<file path="src/rtl/pipe_score_keeper.sv">
// Pipe-pass scorer: awards one point per pillar passing the bird through its gap,
// keeps a saturating BCD score, a restart-surviving high score and 7-segment output.
module pipe_score_keeper #(
  parameter int unsigned NUM_PILLARS = 3,
  parameter int unsigned X_W         = 8,
  parameter int unsigned Y_W         = 7,
  parameter int unsigned DIGITS      = 2,
  parameter int unsigned SCORE_X     = 14,
  parameter int unsigned GAP_H       = 36
) (
  input  logic                       clk,
  input  logic                       reset_n,
  input  logic                       game_reset,
  input  logic                       enable,
  input  logic [NUM_PILLARS*X_W-1:0] pillar_x,
  input  logic [NUM_PILLARS*Y_W-1:0] gap_y,
  input  logic [Y_W-1:0]             bird_y,
  output logic [DIGITS*4-1:0]        score_bcd,
  output logic [DIGITS*4-1:0]        high_bcd,
  output logic [DIGITS*7-1:0]        seg_score,
  output logic                       score_pulse,
  output logic                       new_high,
  output logic                       saturated
);

  localparam int unsigned SW = DIGITS * 4;

  logic [NUM_PILLARS-1:0] armed, armed_next, at_x, in_gap, cand, win;
  logic                   award;
  logic [SW-1:0]          score_inc;

  function automatic logic [6:0] seg7(input logic [3:0] n);
    case (n)
      4'd0:    seg7 = 7'b0000001;
      4'd1:    seg7 = 7'b1001111;
      4'd2:    seg7 = 7'b0010010;
      4'd3:    seg7 = 7'b0000110;
      4'd4:    seg7 = 7'b1001100;
      4'd5:    seg7 = 7'b0100100;
      4'd6:    seg7 = 7'b0100000;
      4'd7:    seg7 = 7'b0001111;
      4'd8:    seg7 = 7'b0000000;
      4'd9:    seg7 = 7'b0001100;
      default: seg7 = 7'b1111111;
    endcase
  endfunction

  // Gap bounds are widened by one bit so gap_y + GAP_H cannot wrap.
  always_comb begin
    at_x   = '0;
    in_gap = '0;
    cand   = '0;
    for (int unsigned i = 0; i < NUM_PILLARS; i++) begin : g_pillar
      logic [Y_W:0] lo;
      logic [Y_W:0] hi;
      logic [Y_W:0] by;
      lo = {1'b0, gap_y[i*Y_W +: Y_W]} + (Y_W+1)'(1);
      hi = {1'b0, gap_y[i*Y_W +: Y_W]} + (Y_W+1)'(GAP_H);
      by = {1'b0, bird_y};
      in_gap[i] = (lo <= by) && (by <= hi);
      at_x[i]   = pillar_x[i*X_W +: X_W] == X_W'(SCORE_X);
      cand[i]   = enable && armed[i] && at_x[i] && in_gap[i];
    end
  end

  always_comb begin
    win   = '0;
    award = 1'b0;
    for (int unsigned i = 0; i < NUM_PILLARS; i++) begin
      if (cand[i] && !award) begin
        win[i] = 1'b1;
        award  = 1'b1;
      end
    end
    for (int unsigned i = 0; i < NUM_PILLARS; i++) begin
      if (!at_x[i])        armed_next[i] = 1'b1;
      else if (!in_gap[i]) armed_next[i] = 1'b0;
      else if (win[i])     armed_next[i] = 1'b0;
      else                 armed_next[i] = armed[i];
    end
  end

  always_comb begin
    saturated = 1'b1;
    for (int unsigned d = 0; d < DIGITS; d++) begin
      if (score_bcd[d*4 +: 4] != 4'd9) saturated = 1'b0;
    end
  end

  // Ripple BCD increment; a saturated score is held instead of wrapping.
  always_comb begin
    logic carry;
    score_inc = score_bcd;
    carry     = 1'b1;
    for (int unsigned d = 0; d < DIGITS; d++) begin
      if (carry) begin
        if (score_inc[d*4 +: 4] == 4'd9) begin
          score_inc[d*4 +: 4] = 4'd0;
        end else begin
          score_inc[d*4 +: 4] = score_inc[d*4 +: 4] + 4'd1;
          carry = 1'b0;
        end
      end
    end
    if (saturated) score_inc = score_bcd;
  end

  always_comb begin
    seg_score = '1;
    for (int unsigned d = 0; d < DIGITS; d++) begin
      seg_score[d*7 +: 7] = seg7(score_bcd[d*4 +: 4]);
    end
  end

  always_ff @(posedge clk) begin
    if (!reset_n) begin
      score_bcd   <= '0;
      high_bcd    <= '0;
      armed       <= '0;
      score_pulse <= 1'b0;
      new_high    <= 1'b0;
    end else if (!game_reset) begin
      score_bcd   <= '0;
      armed       <= '0;
      score_pulse <= 1'b0;
      new_high    <= 1'b0;
    end else begin
      armed       <= armed_next;
      score_pulse <= award;
      new_high    <= 1'b0;
      if (award) begin
        score_bcd <= score_inc;
        if (score_inc > high_bcd) begin
          high_bcd <= score_inc;
          new_high <= 1'b1;
        end
      end
    end
  end

endmodule

</file>
<file path="config.mk">
export PLATFORM = sky130hd
export DESIGN_NAME = pipe_score_keeper
export DESIGN_NICKNAME = d
export VERILOG_FILES = /design/src/rtl/pipe_score_keeper.sv
export SDC_FILE = /design/constraint.sdc
export NUM_CORES = 1
export LEC_CHECK = 0
export ABC_CLOCK_PERIOD_IN_PS = 4700
export CORE_ASPECT_RATIO = 0.6
export CORE_MARGIN = 2
export CORE_UTILIZATION = 51
export CTS_CLUSTER_SIZE = 16
export DETAILED_ROUTE_END_ITERATION = 8
export MAX_ROUTING_LAYER = met4
export PLACE_DENSITY = 0.82
export SYNTH_ARGS = -nofsm -noshare
export SYNTH_HDL_FRONTEND = slang
export SYNTH_SLANG_ARGS = --single-unit
</file>
<file path="constraint.sdc">
create_clock -name clk -period 4.7 [get_ports clk]
set_input_delay 0.47 -clock clk [delete_from_list [all_inputs] [get_ports clk]]
set_output_delay 0.47 -clock clk [all_outputs]
set_load 0.1 [all_outputs]
</file>
==> metrics.txt <==
# TYPE chip_impl_metric gauge
chip_impl_metric{name="nets",unit=""} 640
chip_impl_metric{name="synth_edf_count",unit=""} 0
chip_impl_metric{name="drc",unit=""} 0
chip_impl_metric{name="synth_cells",unit=""} 429
chip_impl_metric{name="fmax",unit="MHz"} 237.3
chip_impl_metric{name="yosys.area.top_type_share",unit="%"} 23.64
chip_impl_info{name="hold_class",value="flop to flop"} 1
chip_impl_metric{name="timing.final.hold_violations",unit=""} 0
chip_impl_metric{name="critPathRequiredTime",unit="ps"} 4900
chip_impl_info{name="critPathCapture",value="seg_score[10]$_DFF_P_"} 1
chip_impl_info{name="setup_repair_after_global_routing_missed_its_margin",value="false"} 1
chip_impl_metric{name="power_leakage",unit="nW"} 2.014
chip_impl_metric{name="drv.max_cap_violation_count",unit=""} 0
chip_impl_info{name="postSynth.topFlopCell",value="sky130_fd_sc_hd__dfxtp_1"} 1
chip_impl_info{name="synth_top_family_by_area",value="adder cells"} 1
chip_impl_metric{name="postSynth.asyncResetShare",unit="%"} 0
chip_impl_metric{name="synth-simple-area-share",unit="%"} 21.68
chip_impl_metric{name="dp_worst_setup_slack",unit="ps"} 247.7
chip_impl_metric{name="routabilityCongestion",unit=""} 0.9391
chip_impl_metric{name="drt-wirelength-per-cell",unit="um"} 16.07
chip_impl_metric{name="synth_warnings",unit=""} 0
chip_impl_metric{name="die_w",unit="um"} 114.0
chip_impl_metric{name="via_per_inst",unit=""} 5.818
chip_impl_metric{name="drt-total-wl",unit="um"} 9739
chip_impl_metric{name="netlist_area",unit="um^2"} 3705
chip_impl_metric{name="postPlaceCellArea",unit="um^2"} 4658
chip_impl_metric{name="cts_max_level",unit=""} 2
chip_impl_info{name="startpoint_type_of_the_worst_setup_path",value="input port"} 1
chip_impl_metric{name="finalSetupTns",unit="ps"} 0
chip_impl_info{name="layout_commonest_cell",value="sky130_fd_sc_hd__clkdlybuf4s50_1"} 1
chip_impl_metric{name="timing.clock.skew",unit="ps"} 4.253
chip_impl_metric{name="post_synth_num_cell_types",unit=""} 69
chip_impl_metric{name="cts.sinks",unit=""} 35
chip_impl_info{name="synth_area_leader_cell",value="sky130_fd_sc_hd__ha_1"} 1
chip_impl_metric{name="drt-initial-drc-count",unit=""} 249
chip_impl_metric{name="die_y",unit="um"} 70.02
chip_impl_metric{name="total_switching_power",unit="mW"} 0.2371
chip_impl_metric{name="critPathArrivalTime",unit="ps"} 4410
chip_impl_info{name="critical_path.reg2reg.endpoint",value="high_bcd[4]$_SDFFE_PN0P_"} 1
chip_impl_metric{name="grt.total_usage",unit="%"} 25.20
chip_impl_metric{name="area.growth.synth_to_final",unit="%"} 29.45
chip_impl_metric{name="grt_pass1_vias",unit=""} 3380
chip_impl_metric{name="synth_sequential_area_ratio",unit="%"} 18.91
chip_impl_metric{name="seqPwrFrac",unit="%"} 35.4
chip_impl_metric{name="clk_pin_slew_worst_paths",unit="ps"} 50
chip_impl_metric{name="drt_first_pass_iters",unit=""} 5
chip_impl_metric{name="final_max_slew_viols",unit=""} 0
chip_impl_metric{name="timing.max_slew.rel_slack",unit="%"} 34.24
chip_impl_info{name="most-common-layout-cells",value="sky130_fd_sc_hd__clkdlybuf4s50_1, sky130_fd_sc_hd__ha_1, sky130_fd_sc_hd__inv_1, sky130_fd_sc_hd__dfxtp_1, sky130_fd_sc_hd__a21oi_1"} 1
chip_impl_metric{name="post_synth.cell_area_avg",unit="um^2"} 8.636
chip_impl_metric{name="ir_drop",unit="mV"} 0.1089
chip_impl_metric{name="crit_fanout",unit=""} 9
chip_impl_metric{name="floorplan.core_area",unit="um^2"} 7147
chip_impl_metric{name="switching_share",unit="%"} 28.07
chip_impl_metric{name="cts.repair_timing.setup_buffer_count",unit=""} 0
chip_impl_metric{name="worst-r2r-cell-count",unit=""} 15
chip_impl_info{name="ys_top_cells_by_area",value="sky130_fd_sc_hd__ha_1, sky130_fd_sc_hd__dfxtp_1, sky130_fd_sc_hd__mux2i_1"} 1
chip_impl_metric{name="syn-num-nets",unit=""} 555
chip_impl_metric{name="cts.hold.buffers_added",unit=""} 0
chip_impl_metric{name="clock_latency",unit="ps"} 280
chip_impl_metric{name="grt_overflow",unit=""} 0
chip_impl_info{name="cts.root.buffer_cell",value="sky130_fd_sc_hd__clkbuf_16"} 1
chip_impl_metric{name="layout.cell_area.non_filler",unit="um^2"} 4796
chip_impl_metric{name="tightestPinTransition",unit="ps"} 983.3
chip_impl_metric{name="setup_ws",unit="ps"} 485.3
chip_impl_metric{name="diodes",unit=""} 0
chip_impl_metric{name="hpwlAfterDp",unit="um"} 7932
chip_impl_info{name="setup.worst_path.class",value="input port to flop"} 1
chip_impl_metric{name="placement.io_buffers",unit=""} 88
chip_impl_metric{name="synth_compound_area_share",unit="%"} 16.89
chip_impl_metric{name="fp.dieArea",unit="um^2"} 7984
chip_impl_metric{name="postLayoutCoreUtil",unit="%"} 67.10
chip_impl_metric{name="fraction_of_layout_instances_using_a_drive_strength_above_1",unit="%"} 7.184
chip_impl_metric{name="setup.reg_to_reg.worst_slack",unit="ps"} 1250
chip_impl_metric{name="initial_utilization",unit="%"} 51.84
chip_impl_metric{name="internal_power",unit="mW"} 0.6078
chip_impl_metric{name="grt_pass1_wl",unit="um"} 15930
chip_impl_metric{name="layout_worst_path_cycle_share",unit="%"} 89.67
chip_impl_metric{name="dr_total_vias",unit=""} 3526
chip_impl_metric{name="synth-adder-area-share",unit="%"} 23.64
chip_impl_metric{name="period_minus_slack",unit="ps"} 4215
chip_impl_metric{name="antenna_found_initial",unit=""} 0
chip_impl_metric{name="whs",unit="ps"} 547.1
chip_impl_metric{name="synth.mux.area_fraction",unit="%"} 6.890
chip_impl_info{name="critical_path.reg2reg.startpoint",value="score_bcd[2]$_SDFFE_PN0N_"} 1
chip_impl_metric{name="count_of_nets_left_with_antenna_violations_after_detail_routing",unit=""} 0
chip_impl_info{name="run_status",value="finished, final reports clean"} 1
chip_impl_metric{name="powerDensity",unit="nW/um^2"} 176.2
chip_impl_metric{name="synth_xor_xnor_area_share",unit="%"} 6.619
chip_impl_metric{name="grt_start_max_net_pins",unit=""} 23
chip_impl_info{name="crit_start",value="gap_y[16]"} 1
chip_impl_metric{name="fp-row-count",unit=""} 24
chip_impl_metric{name="pin_count",unit=""} 89
chip_impl_metric{name="ys_ff_latch",unit=""} 35
chip_impl_metric{name="clock_network_fraction_of_design_power",unit="%"} 37.4
chip_impl_info{name="timing.critical_path.to_type",value="flop"} 1
chip_impl_metric{name="cts_resized",unit=""} 0
chip_impl_metric{name="pwr-share-comb",unit="%"} 27.3
chip_impl_metric{name="number_of_buffers_inserted_during_clock_tree_synthesis",unit=""} 5
chip_impl_metric{name="cts-root-to-sink-buffers",unit=""} 2
chip_impl_info{name="tritoncts",value="done"} 1
chip_impl_metric{name="timing.final.setup_violations",unit=""} 0
-- layer usage --
layer | vias to the layer above | global-route usage, % | part of all wire (%)
met4 | 0 | 4.201 | 0.92
met5 | - | - | 0
met1 | 1675 | 36.00 | 50
met3 | 14 | 4.948 | 6.2
met2 | 122 | 37.50 | 42
li1 | 1715 | - | -
-- registers in the layout, summed over array words and instances (netlist names) --
| name | cells |
|---|---|
| score_bcd | 8 |
| armed | 3 |
| high_bcd | 8 |
| seg_score | 14 |
| new_high | 1 |
| score_pulse | 1 |
-- final cells by class --
cell class | count | area [um^2]
Tap cell | 91 | 113.9
Inverter | 40 | 150.1
Multi-Input combinational cell | 343 | 2805
Timing Repair Buffer | 89 | 888.4
Sequential cell | 35 | 700.7
Clock inverter | 1 | 5.005
Fill cell | 597 | 2351
Clock buffer | 7 | 132.6
-- power groups by stage --
| stage | clock (mW) | combinational (mW) | sequential [mW] |
|---|---|---|---|
| floorplan | 0 | 0.133 | 0.305 |
| global placement | 0 | 0.215 | 0.305 |
| detailed placement | 0 | 0.227 | 0.305 |
| CTS | 0.319 | 0.228 | 0.299 |
| global route | 0.331 | 0.255 | 0.299 |
| finish | 0.316 | 0.230 | 0.299 |
-- critical path, stage by stage --
cell,delay (ps)
sky130_fd_sc_hd__clkdlybuf4s50_1,580
sky130_fd_sc_hd__and3_1,220
sky130_fd_sc_hd__nand3_1,170
sky130_fd_sc_hd__xnor2_1,180
sky130_fd_sc_hd__ha_1,310
sky130_fd_sc_hd__and3_1,200
sky130_fd_sc_hd__a22o_4,250
sky130_fd_sc_hd__o211ai_4,70
sky130_fd_sc_hd__nor3_2,100
sky130_fd_sc_hd__a32oi_4,420
sky130_fd_sc_hd__nand2_4,160
sky130_fd_sc_hd__mux2i_1,180
sky130_fd_sc_hd__nor2_1,220
sky130_fd_sc_hd__inv_1,150
sky130_fd_sc_hd__ha_1,330
sky130_fd_sc_hd__nand2b_1,160
sky130_fd_sc_hd__a32oi_1,210
-- per-stage QoR --
stage               cells  total power [mW]
finish                606            0.8449
global route          606            0.8853
CTS                   606            0.8458
detailed placement    598            0.5320
global placement      598            0.5207
floorplan             429            0.4380
-- Yosys cell counts, drive strengths merged, types with 8 or more instances --
cell,instances
ha,70
nor2,22
o211ai,8
xnor2,20
dfxtp,35
inv,40
a21oi,31
nand3,22
nand2,26
mux2i,19
nand4,14
xor2,8
nor2b,17
-- logic make-up after synthesis --
group                    Yosys count
AND/OR/NAND/NOR                  137
multiplexers                      23
adder cells (fa/ha/maj)           70
flip-flops                        35
AO/OA/AOI/OAI                     85
XOR/XNOR                          28
buffers and inverters             51
-- how the worst min path moves through the flow --
stage	startpoint	end	slack (ps)	depth (start not counted)
floorplan	reset_n	high_bcd[0]$_SDFFE_PN0P_	600	1
global placement	high_bcd[5]$_SDFFE_PN0P_	high_bcd[5]$_SDFFE_PN0P_	540	2
detailed placement	high_bcd[2]$_SDFFE_PN0P_	high_bcd[2]$_SDFFE_PN0P_	540	2
CTS	high_bcd[2]$_SDFFE_PN0P_	high_bcd[2]$_SDFFE_PN0P_	550	2
global route	high_bcd[2]$_SDFFE_PN0P_	high_bcd[2]$_SDFFE_PN0P_	570	2
finish	high_bcd[2]$_SDFFE_PN0P_	high_bcd[2]$_SDFFE_PN0P_	550	2
(Power assumes the default switching activity.)
